[config.mk]
export PLATFORM = sky130hd
export DESIGN_NAME = counter_sweep_ctrl
export DESIGN_NICKNAME = d
export VERILOG_FILES = /design/src/rtl/counter_sweep_ctrl.sv
export SDC_FILE = /design/constraint.sdc
export NUM_CORES = 1
export LEC_CHECK = 0
export CAP_MARGIN = 20
export CORE_ASPECT_RATIO = 1.75
export CORE_MARGIN = 4
export CORE_UTILIZATION = 40
export DETAILED_ROUTE_END_ITERATION = 8
export HOLD_SLACK_MARGIN = 0.1
export PLACE_DENSITY = 0.78
export SLEW_MARGIN = 20
export SYNTH_ARGS = -nofsm -noshare
export SYNTH_HDL_FRONTEND = slang
export SYNTH_SLANG_ARGS = --single-unit
[constraint.sdc]
create_clock -name clk -period 2.4 [get_ports clk]
set_input_delay 0.48 -clock clk [delete_from_list [all_inputs] [get_ports clk]]
set_output_delay 0.48 -clock clk [all_outputs]
set_load 0.02 [all_outputs]
[src/rtl/counter_sweep_ctrl.sv]
// Sweep sequencer for the up_down_counter: latches a sweep command, drives the
// counter's load/enable/direction pins and stops at the border or terminal count.
module counter_sweep_ctrl #(
  parameter int WIDTH = 16,
  parameter int LEN_W = 6
) (
  input  logic             clk,
  input  logic             reset,
  input  logic             start,
  output logic             ready,
  input  logic [WIDTH-1:0] cfg_begpoint,
  input  logic [WIDTH-1:0] cfg_border,
  input  logic             cfg_up,
  input  logic [LEN_W-1:0] cfg_len,
  input  logic             cfg_repeat,
  input  logic             abort,
  input  logic [WIDTH-1:0] cnt_value,
  output logic             cnt_load,
  output logic             cnt_en,
  output logic             cnt_up,
  output logic [WIDTH-1:0] cnt_begpoint,
  output logic             busy,
  output logic             done,
  output logic             hit_border,
  output logic [LEN_W-1:0] elapsed
);

  typedef enum logic [1:0] {S_IDLE, S_LOAD, S_RUN, S_DONE} state_t;

  state_t           state_q, state_d;
  logic [WIDTH-1:0] beg_q, beg_d;
  logic [WIDTH-1:0] border_q, border_d;
  logic             up_q, up_d;
  logic             rpt_q, rpt_d;
  logic [LEN_W-1:0] len_q, len_d;
  logic [LEN_W-1:0] elapsed_q, elapsed_d;
  logic             hit_q, hit_d;
  logic             at_border;
  logic             at_len;
  logic             stop;

  always_comb begin
    state_d   = state_q;
    beg_d     = beg_q;
    border_d  = border_q;
    up_d      = up_q;
    rpt_d     = rpt_q;
    len_d     = len_q;
    elapsed_d = elapsed_q;
    hit_d     = hit_q;
    cnt_load  = 1'b0;
    cnt_en    = 1'b0;
    done      = 1'b0;

    at_border = (cnt_value == border_q);
    at_len    = (len_q != '0) && (elapsed_q == len_q);
    stop      = at_border || at_len;

    case (state_q)
      S_IDLE: begin
        if (start && !abort) begin
          beg_d    = cfg_begpoint;
          border_d = cfg_border;
          up_d     = cfg_up;
          rpt_d    = cfg_repeat;
          len_d    = cfg_len;
          state_d  = S_LOAD;
        end
      end
      S_LOAD: begin
        if (abort) begin
          state_d = S_IDLE;
        end else begin
          cnt_load  = 1'b1;
          elapsed_d = '0;
          state_d   = S_RUN;
        end
      end
      S_RUN: begin
        if (abort) begin
          state_d = S_IDLE;
        end else if (stop) begin
          hit_d   = at_border;
          state_d = S_DONE;
        end else begin
          cnt_en    = 1'b1;
          elapsed_d = elapsed_q + LEN_W'(1);
        end
      end
      S_DONE: begin
        if (abort) begin
          state_d = S_IDLE;
        end else begin
          done    = 1'b1;
          state_d = rpt_q ? S_LOAD : S_IDLE;
        end
      end
      default: state_d = S_IDLE;
    endcase

    // Reset outranks everything: strobes drop in the reset cycle so the counter holds.
    if (reset) begin
      cnt_load = 1'b0;
      cnt_en   = 1'b0;
      done     = 1'b0;
    end
  end

  always_ff @(posedge clk) begin
    if (reset) begin
      state_q   <= S_IDLE;
      beg_q     <= '0;
      border_q  <= '0;
      up_q      <= 1'b0;
      rpt_q     <= 1'b0;
      len_q     <= '0;
      elapsed_q <= '0;
      hit_q     <= 1'b0;
    end else begin
      state_q   <= state_d;
      beg_q     <= beg_d;
      border_q  <= border_d;
      up_q      <= up_d;
      rpt_q     <= rpt_d;
      len_q     <= len_d;
      elapsed_q <= elapsed_d;
      hit_q     <= hit_d;
    end
  end

  assign ready        = (state_q == S_IDLE);
  assign busy         = !ready;
  assign cnt_up       = up_q;
  assign cnt_begpoint = beg_q;
  assign hit_border   = hit_q;
  assign elapsed      = elapsed_q;

endmodule

# Word level (Yosys, flattened, before mapping)
# Index checks and enable logic that the tools add are counted.
[word_totals]
reg_bits = 49
input_bits = 60
out_inout_bits = 29
elab_cells = 52
[classes]
addsub = 1
eq_ne = 10
mux = 20
bitwise = 1
reduce_logical = 12
[ops]
columns = ["cell", "n"]
rows = [
  ["$mux 6", 3],
  ["$eq 16x16->1", 1],
  ["$pmux 6 s2", 1],
  ["$mux 1", 11],
  ["$mux 2", 4],
  ["$pmux 2 s4", 1],
  ["$add 6x1->6 const B", 1],
  ["$eq 6x6->1", 1],
  ["$ne 2x2->1 const B", 3],
  ["$reduce_bool 6->1", 1],
  ["$eq 2x2->1 const B", 2],
  ["$reduce_and 2->1", 2],
  ["$reduce_and 4->1", 1],
  ["$ne 3x3->1 const B", 1],
  ["$reduce_and 3->1", 1],
  ["$eq 2x1->1 const B", 1],
  ["$logic_and 1x1->1", 2],
  ["$logic_not 1->1", 2],
  ["$logic_not 2->1", 1],
  ["$ne 2x1->1 const B", 1],
  ["$reduce_bool 2->1", 1],
  ["$logic_or 1x1->1", 1],
  ["$not 1->1", 1],
]

# Depth between registers and ports, before layout
# Gate-level depths: netlist (run 1).
[depth]
ltp_word = 7
ltp_mapped = 7
ltp_nobuf = 5

# Worst setup path before layout (run 1)
# Ideal clock, no wire load.
[synth_path]
kind = "register to output"
startpoint = "register len_q[1]"
endpoint = "output port cnt_en"
t_arrival_ns = 1.836
t_required_ns = 1.920
path_slack_ns = 0.084
path_stages_with_launch = 6
n_path_buf = 0
cell_sequence = "dfxtp_1 or4_4 o21ai_2 a2111oi_2 or2_1 nor3_1"
[synth_via]
elab_chain_cells = 7
[synth_rtl]
columns = ["element", "line_no", "text"]
rows = [
  ["start: declaration", "35", "logic [LEN_W-1:0] len_q, len_d;"],
  ["start signal: assignment", "125", "len_q <= len_d;"],
  ["$eq 6x6->1 / $reduce_bool 6->1 (equally long branches)", "56", "at_len = (len_q != '0) && (elapsed_q == len_q);"],
  ["$logic_and 1x1->1 *", "56", ""],
  ["$logic_or 1x1->1 *", "57", "stop = at_border || at_len;"],
  ["$mux 1 *", "82", "end else if (stop) begin"],
  ["$mux 1 *", "80", "if (abort) begin"],
  ["$mux 1 *", "59", "case (state_q)"],
  ["$mux 1 *", "102", "if (reset) begin"],
  ["end: declaration", "19", "output logic cnt_en,"],
]
# Every way passes the cells marked *; elsewhere a longest branch is shown, timed or not.

# Final worst setup path (run 1)
[layout_path]
startpoint = "input port cnt_value[12]"
endpoint = "output port cnt_en"
[layout_via]
elab_chain_cells = 6
[layout_rtl]
columns = ["element", "line_no", "text"]
rows = [
  ["start: declaration", "17", "input logic [WIDTH-1:0] cnt_value,"],
  ["$eq 16x16->1", "55", "at_border = (cnt_value == border_q);"],
  ["$logic_or 1x1->1", "57", ""],
  ["$mux 1", "82", ""],
  ["$mux 1", "80", ""],
  ["$mux 1", "59", ""],
  ["$mux 1", "102", ""],
]
# No other way between the ends.

==> qor.csv, run 1 <==
metric;value;unit
status;finished, final reports clean;
cp.arrival;1900;ps
post-place-ws;-377;ps
grt_start_max_net_pins;51;
num_vias;2141;
insertion_delay;290;ps
post_drt_wl_per_cell;14.0;µm
critical_path_class;input pin to output port;
rsz0062_at_grt;yes;
antenna_found_initial;0;
netlist_instances;268;
start_kind;input pin;
clk_pin_slew;90;ps
slew_headroom;66.1;%
place_inst;411;
start_util;41.7;%
clk_path_buf_depth;2;
multi_input_area;1070;µm²
leakage;1.29;nW
p_total;1.79;mW
grt_util_all_layers;18.3;%
fmax;0.421;GHz
yosysSeqAreaShare;46.4;%
via_per_inst;5.11;
htree_num_levels;2;
ys_warn_count;0;
hold_class;register to register;
cts_tree;done;
crit_fanout;2;
n_antenna_cell;0;
seq_area;981;µm²
yosys_register_bits;49;
postCtsSetupRepairBufs;0;
grt_pass1_vias;2156;
finalHoldViolCount;0;
die_w;62.9;µm
root_buffer;clkbuf_8;
synth.avg_cell_area;7.89;µm²
grt_overflow;0;
dr.pass1.iters;4;
power_density;545;nW/µm²
fin_crit;2380;ps
synthesis.area;2110;µm²
gp_congestion;0.784;
clock_skew;4.21;ps
core;5060;µm²
stdcell_count;419;
synthToLayoutAreaGrowth;55.4;%
drive_gt1_share;9.04;%
grt_pass1_wl;9710;µm
fin_area;3280;µm²
min_path_cells;2;
fp-row-count;34;
setup_violations;0;
ys_async_sr_fraction;0;%
slew_violations;0;
syn_nets;329;
synth-edff-count;0;
ioPinCount;89;
crit_required;1920;ps
nNetsFinal;425;
port_buffers;88;
antenna_left;0;
ff2ff_path_depth;6;
critPathCaptureType;output port;
synth_cell_types;32;
worst_slack;23.9;ps
clkSinkCount;49;
cts_inserted_buffers;5;
die_area;6560;µm²
drc;0;
dr.first_iter.drc_count;68;
placed_area;3140;µm²
wl;5890;µm
maxCapViolCount;0;
vdd_drop_max;424;µV
worstMarginPinSlew;508;ps
die_height;104;µm
dpl.hpwl;4400;µm
fin_tns_setup;0;ps
finalCritPeriodShare;99.0;%
fillers;440;
ys.flop_type;dfxtp_1;
==> synth_stat cells (2+ instances only) <==
library cell | number | share of area (%)
nand2_1 | 89 | 16
dfxtp_1 | 49 | 46
a21oi_1 | 43 | 10
xnor2_1 | 20 | 8.3
clkbuf_1 | 16 | 2.8
nand4_1 | 5 | 1.5
nor2_1 | 5 | 0.89
nor3_1 | 4 | 0.95
nor4_1 | 4 | 1.2
inv_1 | 3 | 0.53
nand3_1 | 3 | 0.71
and3_1 | 2 | 0.59
mux2i_1 | 2 | 0.95
o211ai_1 | 2 | 0.71
o22ai_1 | 2 | 0.59
or4_1 | 2 | 0.71
xor2_1 | 2 | 0.83
==> power by group <==
| group | switching (mW) | internal, mW |
|---|---|---|
| clock network | 0.259 | 0.340 |
| logic | 0.142 | 0.181 |
| registers | 0.0214 | 0.846 |
==> worst paths after layout <==
| kind | from | to | slack, ps |
|---|---|---|---|
| worst max-delay path | cnt_value[12] | cnt_en | 20 |
| worst max register to register | len_q[1] | elapsed[2] | 440 |
| worst min-delay path | cnt_begpoint[5] | cnt_begpoint[5] | 460 |
| worst min register to register | cnt_begpoint[5] | cnt_begpoint[5] | 460 |
==> state kept, by name (all words and copies together), names as in the netlist <==
register	flops
hit_border	1
state_q	2
elapsed	6
rpt_q	1
cnt_begpoint	16
cnt_up	1
border_q	16
len_q	6
==> cell families after synthesis <==
| family | after synthesis | share of synthesized area (%) |
|---|---|---|
| adders and majority gates | 1 | 0.592 |
| AOI/OAI and AO/OA | 53 | 14.2 |
| xor gates and xnor gates | 22 | 9.12 |
| buffers and inverters | 19 | 3.37 |
| and+or+nand+nor | 122 | 25.4 |
| muxes | 2 | 0.947 |
| DFF | 49 | 46.4 |
==> layer usage <==
layer | vias to the layer above | wire [µm] | global-route usage (%) | share of wire, %
met5 | - | 0 | 0 | 0
met4 | 0 | 162 | 8.69 | 2.8
met3 | 12 | 208 | 2.92 | 3.5
met2 | 62 | 3400 | 35.8 | 58
met1 | 981 | 2120 | 17.9 | 36
li1 | 1086 | - | - | -
==> per-stage QoR <==
step | util, % | hold slack, ps
6_report | 64.9 | 456
5_1_grt | 64.9 | 476
4_1_cts | 64.2 | 459
3_5_place_dp | 62.0 | 446
3_3_place_gp | 62.0 | 442
2_1_floorplan | - | 437
==> layout make-up <==
type / count / share of cell area, %
clock buffers: 7 / 2.63
clock inverters: 1 / 0.915
inverters: 3 / 0.343
multi-input cells: 200 / 32.5
flip-flops and latches: 49 / 29.9
well taps: 54 / 2.06
repair buffers: 105 / 31.7
==> placed cells by master, fill, tap and decap left out, types with 4 or more instances in the layout <==
cell	netlist	final
a21oi_1	43	43
buf_4	0	17
clkbuf_8	0	6
clkdlybuf4s50_1	0	75
dfxtp_1	49	49
dlymetal6s2s_1	0	11
nand2_1	89	89
nand4_1	5	5
nor2_1	5	5
nor4_1	4	4
xnor2_1	20	20
==> critical path: stages <==
cell and delay, ps:
clkdlybuf4s50_1 500, xnor2_1 120, nand4_1 130, nor4_2 280, or2_1 180, nor3_2 40, buf_4 160
==> timing repair <==
action	4_1_cts	5_1_grt
endpoints found under the setup margin	1	3
hold endpoints to repair	0	0
hold buffers	0	0
pin swaps	0	13
gates resized for setup	6	12
No activity file was read; power rests on OpenSTA's default activity.
==> run 2, diff against run 1 <==
Settings changed: SKIP_CTS_REPAIR_TIMING set to 1.
==> run 2 against run 1 <==
Net effect:
- first-iteration DRC count fell by 5.9%
- hold slack is essentially flat
- power increased by 0.16%
- cell area is 0.69% lower
- routed wire length decreased by 0.63%
- sequential share of layout area rose by 0.21 points
- via count fell by 0.47%
- clock power barely moved
- global-route usage hardly changed
- core utilization shrank 0.44 points
- register-to-register slack about the same
- critical path type unchanged
- critical endpoint unchanged
- largest power group unchanged
==> qor.csv, run 2 (synthesized netlist as in run 1, its figures left out) <==
metric;value;unit;change
status;finished, final reports clean;;unchanged
vdd_drop_max;428;µV;was 424 µV
cp_top_family;simple AND/OR/NAND/NOR gates;;was buffers and inverters
crit_required;1920;ps;about the same
grt_pass1_vias;2157;;was 2156
insertion_delay;290;ps;about the same
die_height;104;µm;unchanged
reg2reg_slack;440;ps;about the same
htree_num_levels;2;;unchanged
port_buffers;88;;unchanged
rr_endpoint;elapsed[2];;unchanged
gp_congestion;0.784;;unchanged
drc;0;;unchanged
dr.pass1.iters;4;;unchanged
wl;5850;µm;was 5890 µm
fillers;443;;was 440
layout_common_cells;nand2_1, clkdlybuf4s50_1, dfxtp_1, a21oi_1, xnor2_1;;unchanged
r2r-start;len_q[1];;unchanged
fin_crit;2380;ps;about the same
clkSinkCount;49;;unchanged
critical_path_class;input pin to output port;;unchanged
fp-row-count;34;;unchanged
cts_tree;done;;unchanged
critPathCaptureType;output port;;unchanged
leakage;1.21;nW;was 1.29 nW
clk_path_buf_depth;2;;unchanged
num_vias;2131;;was 2141
setup_violations;0;;unchanged
worst_slack;17.2;ps;was 23.9 ps
dr.first_iter.drc_count;64;;was 68
maxCapViolCount;0;;unchanged
fin_util;64.4;%;was 64.9%
layout_commonest_cell;nand2_1;;unchanged
path_cells;clkdlybuf4s50_1 -> xnor2_1 -> nand4_1 -> nor4_2 -> or2_1 -> nor3_2 -> buf_4;;unchanged
finalHoldViolCount;0;;unchanged
crit_fanout;2;;unchanged
power_density;550;nW/µm²;was 545 nW/µm²
hp-start;cnt_begpoint[5];;unchanged
root_buffer;clkbuf_8;;unchanged
clk_pin_slew;90;ps;about the same
stdcell_count;419;;unchanged
fmax;0.420;GHz;was 0.421 GHz
min_path_cells;2;;unchanged
die_area;6560;µm²;unchanged
ff2ff_path_depth;6;;unchanged
via_per_inst;5.09;;was 5.11
post_drt_wl_per_cell;14.0;µm;about the same
drive_gt1_share;9.04;%;unchanged
cts_inserted_buffers;5;;unchanged
critPathMaxStageDelay;480;ps;was 500 ps
synthToLayoutAreaGrowth;54.3;%;was 55.4%
die_w;62.9;µm;unchanged
slew_violations;0;;unchanged
core;5060;µm²;unchanged
dpl.hpwl;4400;µm;unchanged
antenna_left;0;;unchanged
start_kind;input pin;;unchanged
hold_class;register to register;;unchanged
grt_pass1_wl;9690;µm;was 9710 µm
start_util;41.7;%;unchanged
cp_slowest_cell;clkdlybuf4s50_1;;unchanged
worstMarginPinSlew;498;ps;was 508 ps
path_buf_inv;2;;unchanged
nNetsFinal;425;;unchanged
finalCritPeriodShare;99.3;%;was 99.0%
grt_overflow;0;;unchanged
grt_util_all_layers;18.3;%;about the same
grt_start_max_net_pins;51;;unchanged
cp.arrival;1900;ps;about the same
post-place-ws;-377;ps;unchanged
n_antenna_cell;0;;unchanged
clock_skew;5.28;ps;was 4.21 ps
min_to;cnt_begpoint[5];;unchanged
p_total;1.79;mW;about the same
fin_tns_setup;0;ps;unchanged
place_inst;411;;unchanged
rsz0062_at_grt;yes;;unchanged
antenna_found_initial;0;;unchanged
ioPinCount;89;;unchanged
slew_headroom;66.8;%;was 66.1%
run 2: power breakdown:
part / switching, mW / internal [mW] / total (mW)
sequential: 0.0213 / 0.846 / 0.867
clock: 0.260 / 0.340 / 0.599
combinational: 0.142 / 0.183 / 0.325
total: 0.423 / 1.37 / 1.79
run 2: metrics by stage:
stage	hold slack, ps	instance area (µm²)
after global routing	476	3260
after CTS	459	3250
final	456	3260
after floorplan	437	2110
after detailed placement	446	3140
after global placement	442	3140
run 2: final cells by class:
class                   count  area [µm²]  share of cell area [%]
clock buffers               7        86.3                    2.65
clock inverters             1        30.0                   0.921
inverters                   3        11.3                   0.345
multi-input cells         200        1070                    32.7
flip-flops and latches     49         981                    30.1
well taps                  54        67.6                    2.07
repair buffers            105        1020                    31.2
run 2: per-layer routing:
layer,wire length [µm],vias up,track usage (%)
met2,3360,61,35.8
met4,153,0,8.69
met5,0,-,0
met1,2130,974,17.9
met3,203,12,2.81
li1,-,1084,-
run 2: worst max path at each step:
stage	start	endpoint	slack, ps	depth (start not counted)
2_1_floorplan	len_q[1]	cnt_en	80	5
3_3_place_gp	cnt_value[13]	cnt_en	-370	7
3_5_place_dp	cnt_value[9]	cnt_en	-380	7
4_1_cts	len_q[1]	cnt_en	-500	6
5_1_grt	cnt_value[4]	cnt_en	-80	7
6_report	cnt_value[9]	cnt_en	20	7
run 2: worst register-to-register path: cells and delay by family, from the launching register on:
family | cells | cell delay (ps)
AND/OR/NAND/NOR | 2 | 1020
AO/OA/AOI/OAI | 3 | 380
flip-flops | 1 | 320
buffers and inverters | 1 | 170
==> run 3, diff against run 2 <==
Settings changed: CTS_CLUSTER_SIZE set to 20.
==> results of run 3 <==
Final layout, timing and power as in run 2 (identical DEF).
